$ cat src/rtl/fwd_select_unit_pkg.sv
// Shared forwarding constants and types for the EX-stage operand muxes.
// The operand muxes decode the same FWD_* codes that this package defines.
package fwd_select_unit_pkg;
  localparam int REG_W = 5;

  typedef logic [1:0]       fwd_sel_t;
  typedef logic [REG_W-1:0] reg_idx_t;

  localparam fwd_sel_t FWD_REG   = 2'b00;  // register file read data
  localparam fwd_sel_t FWD_EXMEM = 2'b01;  // EX/MEM ALU result
  localparam fwd_sel_t FWD_MEMWB = 2'b10;  // MEM/WB writeback data
  localparam fwd_sel_t FWD_IMM   = 2'b11;  // sign-extended immediate (B only)

  localparam reg_idx_t REG_ZERO = 5'd0;
endpackage

$ cat src/rtl/fwd_select_unit_if.sv
// ID-side bus of the forwarding unit.
// master: drives the ID instruction fields and flush, and observes the results.
// slave : the forwarding unit. It reads the ID fields and drives the selects,
//         the stall and the pipeline tracking state (exposed for visibility).
interface fwd_select_unit_if;
  import fwd_select_unit_pkg::*;

  logic     id_valid;
  reg_idx_t id_rs;
  reg_idx_t id_rt;
  logic     id_rt_used;
  logic     id_use_imm;
  reg_idx_t id_dest;
  logic     id_regwrite;
  logic     id_memread;
  logic     flush;

  fwd_sel_t fwd_a_sel;
  fwd_sel_t fwd_b_sel;
  logic     stall;

  reg_idx_t ex_dest;
  logic     ex_regwrite;
  logic     ex_memread;
  reg_idx_t mem_dest;
  logic     mem_regwrite;
  reg_idx_t wb_dest;
  logic     wb_regwrite;

  modport master (
    output id_valid, id_rs, id_rt, id_rt_used, id_use_imm,
           id_dest, id_regwrite, id_memread, flush,
    input  fwd_a_sel, fwd_b_sel, stall,
           ex_dest, ex_regwrite, ex_memread,
           mem_dest, mem_regwrite, wb_dest, wb_regwrite
  );

  modport slave (
    input  id_valid, id_rs, id_rt, id_rt_used, id_use_imm,
           id_dest, id_regwrite, id_memread, flush,
    output fwd_a_sel, fwd_b_sel, stall,
           ex_dest, ex_regwrite, ex_memread,
           mem_dest, mem_regwrite, wb_dest, wb_regwrite
  );
endinterface

$ cat src/rtl/fwd_select_unit_compare.sv
// fwd_compare: priority comparator for one EX operand.
// Ports: i_src (source register), i_ex_dest/i_ex_regwrite and
//        i_mem_dest/i_mem_regwrite (producers one and two stages ahead),
//        o_sel (2-bit forwarding code, never FWD_IMM).
module fwd_compare
  import fwd_select_unit_pkg::*;
(
  input  reg_idx_t i_src,
  input  reg_idx_t i_ex_dest,
  input  logic     i_ex_regwrite,
  input  reg_idx_t i_mem_dest,
  input  logic     i_mem_regwrite,
  output fwd_sel_t o_sel
);

  // Newest producer wins; $0 is hardwired and never forwarded.
  always_comb begin
    o_sel = FWD_REG;
    if (i_src == REG_ZERO) begin
      o_sel = FWD_REG;
    end else if (i_ex_regwrite && (i_ex_dest == i_src)) begin
      o_sel = FWD_EXMEM;
    end else if (i_mem_regwrite && (i_mem_dest == i_src)) begin
      o_sel = FWD_MEMWB;
    end else begin
      o_sel = FWD_REG;
    end
  end

endmodule

$ cat src/rtl/fwd_select_unit.sv
// fwd_select_unit: computes EX operand mux selects at ID, registers them at the
// ID->EX boundary, and detects load-use hazards (one-cycle stall + bubble).
// Ports: i_clk, i_rst_n (async active-low), bus (slave side of
//        fwd_select_unit_if: ID fields + flush in; selects, stall and the
//        tracking state out).
module fwd_select_unit
  import fwd_select_unit_pkg::*;
(
  input  logic               i_clk,
  input  logic               i_rst_n,
  fwd_select_unit_if.slave   bus
);

  reg_idx_t r_ex_dest;
  logic     r_ex_regwrite;
  logic     r_ex_memread;
  reg_idx_t r_mem_dest;
  logic     r_mem_regwrite;
  reg_idx_t r_wb_dest;
  logic     r_wb_regwrite;
  fwd_sel_t r_fwd_a_sel;
  fwd_sel_t r_fwd_b_sel;

  fwd_sel_t w_a_sel;
  fwd_sel_t w_b_sel;
  logic     w_ex_load;
  logic     w_stall;
  logic     w_bubble;

  fwd_compare u_cmp_a (
    .i_src          (bus.id_rs),
    .i_ex_dest      (r_ex_dest),
    .i_ex_regwrite  (r_ex_regwrite),
    .i_mem_dest     (r_mem_dest),
    .i_mem_regwrite (r_mem_regwrite),
    .o_sel          (w_a_sel)
  );

  fwd_compare u_cmp_b (
    .i_src          (bus.id_rt),
    .i_ex_dest      (r_ex_dest),
    .i_ex_regwrite  (r_ex_regwrite),
    .i_mem_dest     (r_mem_dest),
    .i_mem_regwrite (r_mem_regwrite),
    .o_sel          (w_b_sel)
  );

  // Load-use detect; a flush squashes the consumer, so it never stalls.
  always_comb begin
    w_ex_load = r_ex_memread && r_ex_regwrite && (r_ex_dest != REG_ZERO);
    w_stall   = 1'b0;
    if (bus.flush || !bus.id_valid) begin
      w_stall = 1'b0;
    end else if (w_ex_load &&
                 ((r_ex_dest == bus.id_rs) ||
                  (bus.id_rt_used && (r_ex_dest == bus.id_rt)))) begin
      w_stall = 1'b1;
    end else begin
      w_stall = 1'b0;
    end
    w_bubble = bus.flush || !bus.id_valid || w_stall;
  end

  // Pipeline tracking shift and registered selects; bubbles enter EX as nops.
  always_ff @(posedge i_clk or negedge i_rst_n) begin
    if (!i_rst_n) begin
      r_ex_dest      <= REG_ZERO;
      r_ex_regwrite  <= 1'b0;
      r_ex_memread   <= 1'b0;
      r_mem_dest     <= REG_ZERO;
      r_mem_regwrite <= 1'b0;
      r_wb_dest      <= REG_ZERO;
      r_wb_regwrite  <= 1'b0;
      r_fwd_a_sel    <= FWD_REG;
      r_fwd_b_sel    <= FWD_REG;
    end else begin
      r_mem_dest     <= r_ex_dest;
      r_mem_regwrite <= r_ex_regwrite;
      r_wb_dest      <= r_mem_dest;
      r_wb_regwrite  <= r_mem_regwrite;
      if (w_bubble) begin
        r_ex_dest     <= REG_ZERO;
        r_ex_regwrite <= 1'b0;
        r_ex_memread  <= 1'b0;
        r_fwd_a_sel   <= FWD_REG;
        r_fwd_b_sel   <= FWD_REG;
      end else begin
        r_ex_dest     <= bus.id_dest;
        r_ex_regwrite <= bus.id_regwrite;
        r_ex_memread  <= bus.id_memread;
        r_fwd_a_sel   <= w_a_sel;
        r_fwd_b_sel   <= bus.id_use_imm ? FWD_IMM : w_b_sel;
      end
    end
  end

  assign bus.fwd_a_sel    = r_fwd_a_sel;
  assign bus.fwd_b_sel    = r_fwd_b_sel;
  assign bus.stall        = w_stall;
  assign bus.ex_dest      = r_ex_dest;
  assign bus.ex_regwrite  = r_ex_regwrite;
  assign bus.ex_memread   = r_ex_memread;
  assign bus.mem_dest     = r_mem_dest;
  assign bus.mem_regwrite = r_mem_regwrite;
  assign bus.wb_dest      = r_wb_dest;
  assign bus.wb_regwrite  = r_wb_regwrite;

endmodule
$ cat src/flat_wrapper.sv
// flat-port wrapper written by rule: the top's interface ports become plain ports
module fwd_select_unit_flat import fwd_select_unit_pkg::*;
  (i_clk, i_rst_n, bus_id_valid, bus_id_rs, bus_id_rt, bus_id_rt_used, bus_id_use_imm, bus_id_dest, bus_id_regwrite, bus_id_memread, bus_flush, bus_fwd_a_sel, bus_fwd_b_sel, bus_stall, bus_ex_dest, bus_ex_regwrite, bus_ex_memread, bus_mem_dest, bus_mem_regwrite, bus_wb_dest, bus_wb_regwrite);
  fwd_select_unit_if bus_i ();
  input  logic i_clk;
  input  logic i_rst_n;
  input wire logic [$bits(bus_i.id_valid)-1:0] bus_id_valid;
  input wire logic [$bits(bus_i.id_rs)-1:0] bus_id_rs;
  input wire logic [$bits(bus_i.id_rt)-1:0] bus_id_rt;
  input wire logic [$bits(bus_i.id_rt_used)-1:0] bus_id_rt_used;
  input wire logic [$bits(bus_i.id_use_imm)-1:0] bus_id_use_imm;
  input wire logic [$bits(bus_i.id_dest)-1:0] bus_id_dest;
  input wire logic [$bits(bus_i.id_regwrite)-1:0] bus_id_regwrite;
  input wire logic [$bits(bus_i.id_memread)-1:0] bus_id_memread;
  input wire logic [$bits(bus_i.flush)-1:0] bus_flush;
  output wire logic [$bits(bus_i.fwd_a_sel)-1:0] bus_fwd_a_sel;
  output wire logic [$bits(bus_i.fwd_b_sel)-1:0] bus_fwd_b_sel;
  output wire logic [$bits(bus_i.stall)-1:0] bus_stall;
  output wire logic [$bits(bus_i.ex_dest)-1:0] bus_ex_dest;
  output wire logic [$bits(bus_i.ex_regwrite)-1:0] bus_ex_regwrite;
  output wire logic [$bits(bus_i.ex_memread)-1:0] bus_ex_memread;
  output wire logic [$bits(bus_i.mem_dest)-1:0] bus_mem_dest;
  output wire logic [$bits(bus_i.mem_regwrite)-1:0] bus_mem_regwrite;
  output wire logic [$bits(bus_i.wb_dest)-1:0] bus_wb_dest;
  output wire logic [$bits(bus_i.wb_regwrite)-1:0] bus_wb_regwrite;
  assign bus_i.id_valid = bus_id_valid;
  assign bus_i.id_rs = bus_id_rs;
  assign bus_i.id_rt = bus_id_rt;
  assign bus_i.id_rt_used = bus_id_rt_used;
  assign bus_i.id_use_imm = bus_id_use_imm;
  assign bus_i.id_dest = bus_id_dest;
  assign bus_i.id_regwrite = bus_id_regwrite;
  assign bus_i.id_memread = bus_id_memread;
  assign bus_i.flush = bus_flush;
  assign bus_fwd_a_sel = bus_i.fwd_a_sel;
  assign bus_fwd_b_sel = bus_i.fwd_b_sel;
  assign bus_stall = bus_i.stall;
  assign bus_ex_dest = bus_i.ex_dest;
  assign bus_ex_regwrite = bus_i.ex_regwrite;
  assign bus_ex_memread = bus_i.ex_memread;
  assign bus_mem_dest = bus_i.mem_dest;
  assign bus_mem_regwrite = bus_i.mem_regwrite;
  assign bus_wb_dest = bus_i.wb_dest;
  assign bus_wb_regwrite = bus_i.wb_regwrite;
  fwd_select_unit u_core (.i_clk(i_clk), .i_rst_n(i_rst_n), .bus(bus_i));
endmodule
$ cat config.mk
export PLATFORM = sky130hd
export DESIGN_NAME = fwd_select_unit_flat
export DESIGN_NICKNAME = d
export VERILOG_FILES = /design/src/rtl/fwd_select_unit_pkg.sv /design/src/rtl/fwd_select_unit_if.sv /design/src/rtl/fwd_select_unit_compare.sv /design/src/rtl/fwd_select_unit.sv /design/src/flat_wrapper.sv
export SDC_FILE = /design/constraint.sdc
export NUM_CORES = 1
export LEC_CHECK = 0
export CAP_MARGIN = 20
export CORE_MARGIN = 2
export CORE_UTILIZATION = 40
export DETAILED_ROUTE_END_ITERATION = 8
export GPL_TIMING_DRIVEN = 0
export PLACE_DENSITY = 0.78
export SLEW_MARGIN = 20
export SYNTH_ARGS = -nofsm -noshare
export SYNTH_HDL_FRONTEND = slang
export SYNTH_SLANG_ARGS = --single-unit
$ cat constraint.sdc
create_clock -name i_clk -period 3 [get_ports i_clk]
set_input_delay 0.75 -clock i_clk [delete_from_list [all_inputs] [get_ports i_clk]]
set_output_delay 0.75 -clock i_clk [all_outputs]
set_load 0.05 [all_outputs]
# ---- Yosys cells after proc, flatten, opt, wreduce, memory -nomap -nowiden
# Cells that the tools add are included.
dict set report classes {
  n_eq_ne 4
  n_mux 14
  reduce_logical 15
}
# operator count
set op_table {}
lappend op_table {{$eq 5x5->1} 4}
lappend op_table {{$mux 2} 9}
lappend op_table {{$logic_not 5->1} 2}
lappend op_table {{$logic_and 1x1->1} 8}
lappend op_table {{$mux 5} 1}
lappend op_table {{$reduce_bool 5->1} 1}
lappend op_table {{$mux 1} 4}
lappend op_table {{$logic_or 1x1->1} 3}
lappend op_table {{$logic_not 1->1} 1}
dict set report word_totals {
  in_bits 23
  out_inout_bits 24
  elab_cells 42
  register_bits 23
}

# ---- Logic depth before layout (Yosys ltp)
dict set report logic_depth {
  depth_word 8
  mapped_depth 6
  depth_no_buf 5
}

# ---- By module
# Synthesis repeated with hierarchy kept, for this count alone.
dict set report hier_totals {
  cells_unflattened 103
  hier_area_um2 1144.8
}
# mod area_each_um2 seq_area_each_um2 instances cells_per_inst
set by_module_without_submodules {}
lappend by_module_without_submodules {fwd_select_unit 874.6 575.6 1 67}
lappend by_module_without_submodules {fwd_compare 135.1 0.0 2 18}

# ---- Worst setup path after synthesis
# No wires, ideal clock.
dict set report synth_path {
  kind {input-to-output}
  from {input bus_id_rt[3]}
  to {output bus_stall}
  arrival_time_ns 2.165
  slack_ns 0.085
  cell_stages 5
  cell_sequence {xor2_1 > nor3_1 > nand4_1 > a21oi_2 > nor2b_1}
}
dict set report synth_between {
  elab_chain_len 6
}
# element line_no
set synth_rtl {}
lappend synth_rtl {{start, declared} flat_wrapper.sv:9} ;# input wire logic [$bits(bus_i.id_rt)-1:0] bus_id_rt;
lappend synth_rtl {{$eq 5x5->1} fwd_select_unit.sv:56} ;# (bus.id_rt_used && (r_ex_dest == bus.id_rt)))) begin
lappend synth_rtl {{$logic_and 1x1->1} fwd_select_unit.sv:56}
lappend synth_rtl {{$logic_or 1x1->1} fwd_select_unit.sv:55} ;# ((r_ex_dest == bus.id_rs) ||
lappend synth_rtl {{$logic_and 1x1->1} fwd_select_unit.sv:54} ;# end else if (w_ex_load &&
lappend synth_rtl {{$mux 1} fwd_select_unit.sv:54}
lappend synth_rtl {{$mux 1} fwd_select_unit.sv:52} ;# if (bus.flush || !bus.id_valid) begin
lappend synth_rtl {{end, declared} flat_wrapper.sv:18} ;# output wire logic [$bits(bus_i.stall)-1:0] bus_stall;
# No other way between the ends.

# ---- Worst setup path in the final report
dict set report layout_path {
  from {input bus_id_rs[0]}
  to {output bus_stall}
}
dict set report layout_between {
  elab_chain_len 5
}
# element line_no
set layout_rtl {}
lappend layout_rtl {{start, declared} flat_wrapper.sv:8} ;# input wire logic [$bits(bus_i.id_rs)-1:0] bus_id_rs;
lappend layout_rtl {{$eq 5x5->1} fwd_select_unit.sv:55}
lappend layout_rtl {{$logic_or 1x1->1} fwd_select_unit.sv:55}
lappend layout_rtl {{$logic_and 1x1->1} fwd_select_unit.sv:54}
lappend layout_rtl {{$mux 1} fwd_select_unit.sv:54}
lappend layout_rtl {{$mux 1} fwd_select_unit.sv:52}
# No other way between the ends.

==> metrics <==
status completed; Initial Util 0.4179; Area Overhead vs Synth 52.93%; Chip Width 54.65 microns; max cap viols 0; Max VDD drop 273.4 uV; Synthesis Warnings 0; Pwr Total 0.6143 mW; core footprint 2455 sq um; remaining global-route overflow 0; # hold bufs at CTS 0; Tightest Pin Transition 0.6419 ns; Die H 54.65 microns; number of DRC markers in iteration 0 11; number of global-route vias before repair 798; Max Slew Vio Count 0; mapped cell area 1026 sq um; commonest non-fill, non-tap cell in the layout clkdlybuf4s50_1; Skew-Pair Late Insertion Delay 0.31 ns; CTS root buffer clkbuf_4; pin count of the biggest net entering global routing 24; final wirelength 2314 microns; met2 Use GR 0.2956; Post-Layout Cell Count 161; H-Tree Depth 1; Final setup violation count 0; Vias/cell 4.994; P_leak 0.6921 nW; post-synthesis cell count 80; clk_skew 0.009214 ns; fmax 338.7 MHz; CP Max Fanout 3; synthesis-stage register bit count 23; reg2reg setup slack 1.21 ns; global-route wire length before repair 3512 microns; Mapped Nets 103; startpoint type of the worst setup path input pin; FP Rows 18; total track usage 0.1690; Die ar. 2986 sq um; antenna violations before repair 0; CP Data Required Time 2.25 ns; Antenna Cells 0; grt met3 use 0.05191; PD cells 391.5 nW/um^2; sequential fraction of the synthesis area 0.5610; I/O pin total 47; WL per Instance 14.37 microns; M1 GR Usage 0.2014; post-route ant nets 0; GPL Wtd Cong 0.7802; CTS tree built; fin crit share 0.9842; final net count 155; detailed placer's ending HPWL 1814 microns; synth unique cells 24; CTS clock-pin slew for the worst setup and hold paths 0.13 ns; hold violation count in the final report 0; Worst Hold Class in -> async; critical path endpoint category output pin; port bufs 46; CTS Buffer Depth 2; global-route layer with the greatest usage met2; Avg Cell Area, Syn 12.82 sq um; commonest cells after routing, fill and taps aside clkdlybuf4s50_1 (40), dfrtp_1 (23), xor2_1 (16); arrival time worst endpoint 2.20 ns; drt drc 0; Sink Count 23; crit path kind in -> out; share of layout cells above drive strength 1 0.1527; TritonCTS Buffers 3; routed via count 804; cell count after placement 156; drt pass-1 iters 4; Slew headroom 0.5720; crit path time final 2.953 ns
## worst max-delay path, stage by stage
cell and delay, ns:
clkdlybuf4s50_1 0.47, xor2_1 0.18, nor3_2 0.19, nand2_1 0.09, a21oi_2 0.18, nor2b_2 0.17
buf_6 0.17
## area by class of cell
| type | instances | area [sq um] |
|---|---|---|
| buffer | 2 | 15.01 |
| clock buffer | 4 | 26.28 |
| sequential | 23 | 575.6 |
| timing repair buffer | 47 | 466.7 |
| inverter | 1 | 3.754 |
| tap | 30 | 37.54 |
| multi-input combinational | 54 | 444.2 |
| fill | 207 | 885.9 |
## routing by layer
metal  wire, microns  vias to the layer above
met5               0                        -
li1                -                      379
met3             187                        0
met1             956                      387
met2            1170                       38
met4               0                        0
## power breakdown
| part | switching (mW) | internal, mW |
|---|---|---|
| sequential | 0.0111 | 0.321 |
| clock | 0.0928 | 0.0519 |
| combinational | 0.0768 | 0.0610 |
## final timing paths
kind / start / end / cells after the start
min: i_rst_n / u_core.bus.ex_regwrite / 1
min in group i_clk: u_core.bus.mem_regwrite / u_core.bus.wb_regwrite / 0
max: bus_id_rs[0] / bus_stall / 7
max reg2reg: u_core.bus.ex_dest[0] / u_core.bus.fwd_a_sel[0] / 6
max in group asynchronous: i_rst_n / u_core.bus.wb_dest[2] / 1
min reg2reg: u_core.bus.mem_regwrite / u_core.bus.wb_regwrite / 0
## cell families (layout without fill, tap and decap cells)
kind of cell    count (synthesis)  count (layout)  synth area share
flops                          23              23            0.5610
buf+inv                         3              54           0.01828
compound gates                  5               5           0.04024
xor+xnor                       20              20            0.1707
simple gates                   29              29            0.2098
## cells in the mapped netlist
master | count | area share
a21oi_1 | 1 | 0.0049
or4_1 | 1 | 0.0073
o21bai_1 | 1 | 0.0073
clkbuf_1 | 1 | 0.0037
xor2_1 | 16 | 0.14
nor2_1 | 2 | 0.0073
nand4_1 | 3 | 0.018
dfrtp_1 | 23 | 0.56
xnor2_1 | 4 | 0.034
nor3_1 | 6 | 0.029
nand3_1 | 1 | 0.0049
or4_4 | 1 | 0.011
nor3b_2 | 7 | 0.085
nor4_1 | 2 | 0.012
o211ai_2 | 1 | 0.012
nand2b_1 | 1 | 0.0061
nor2b_1 | 1 | 0.0061
inv_1 | 1 | 0.0037
nand2_1 | 2 | 0.0073
a21oi_2 | 1 | 0.0085
buf_6 | 1 | 0.011
or2_1 | 1 | 0.0061
a211oi_1 | 1 | 0.0073
and4_1 | 1 | 0.0085
## state kept, by name (all words and copies together) (netlist names), 2 cells and up
register	cells
u_core.bus.wb_dest	5
u_core.bus.mem_dest	5
u_core.bus.ex_dest	5
u_core.bus.fwd_a_sel	2
u_core.bus.fwd_b_sel	2
## per-stage QoR
step | hold slack [ns] | instance area, sq um | util | setup slack (ns) | setup TNS, ns
4_1_cts | 0.4564 | 1562 | 0.6361 | 0.006005 | 0
5_1_grt | 0.4176 | 1569 | 0.6391 | -0.0005649 | -0.0005649
6_report | 0.3794 | 1569 | 0.6391 | 0.04744 | 0
2_1_floorplan | 0.4544 | 1026 | - | 0.08494 | 0
3_5_place_dp | 0.4271 | 1524 | 0.6208 | -0.7339 | -0.7339
3_3_place_gp | 0.4267 | 1524 | 0.6208 | -0.7165 | -0.7165
## what timing repair did
| action | 4_1_cts | 5_1_grt |
|---|---|---|
| endpoints found under the setup margin | 1 | 1 |
| buffers inserted | 0 | 1 |
| resized for setup | 12 | 2 |
| pin swaps | 2 | 3 |
Note: power is estimated with default switching activity, not from simulation.
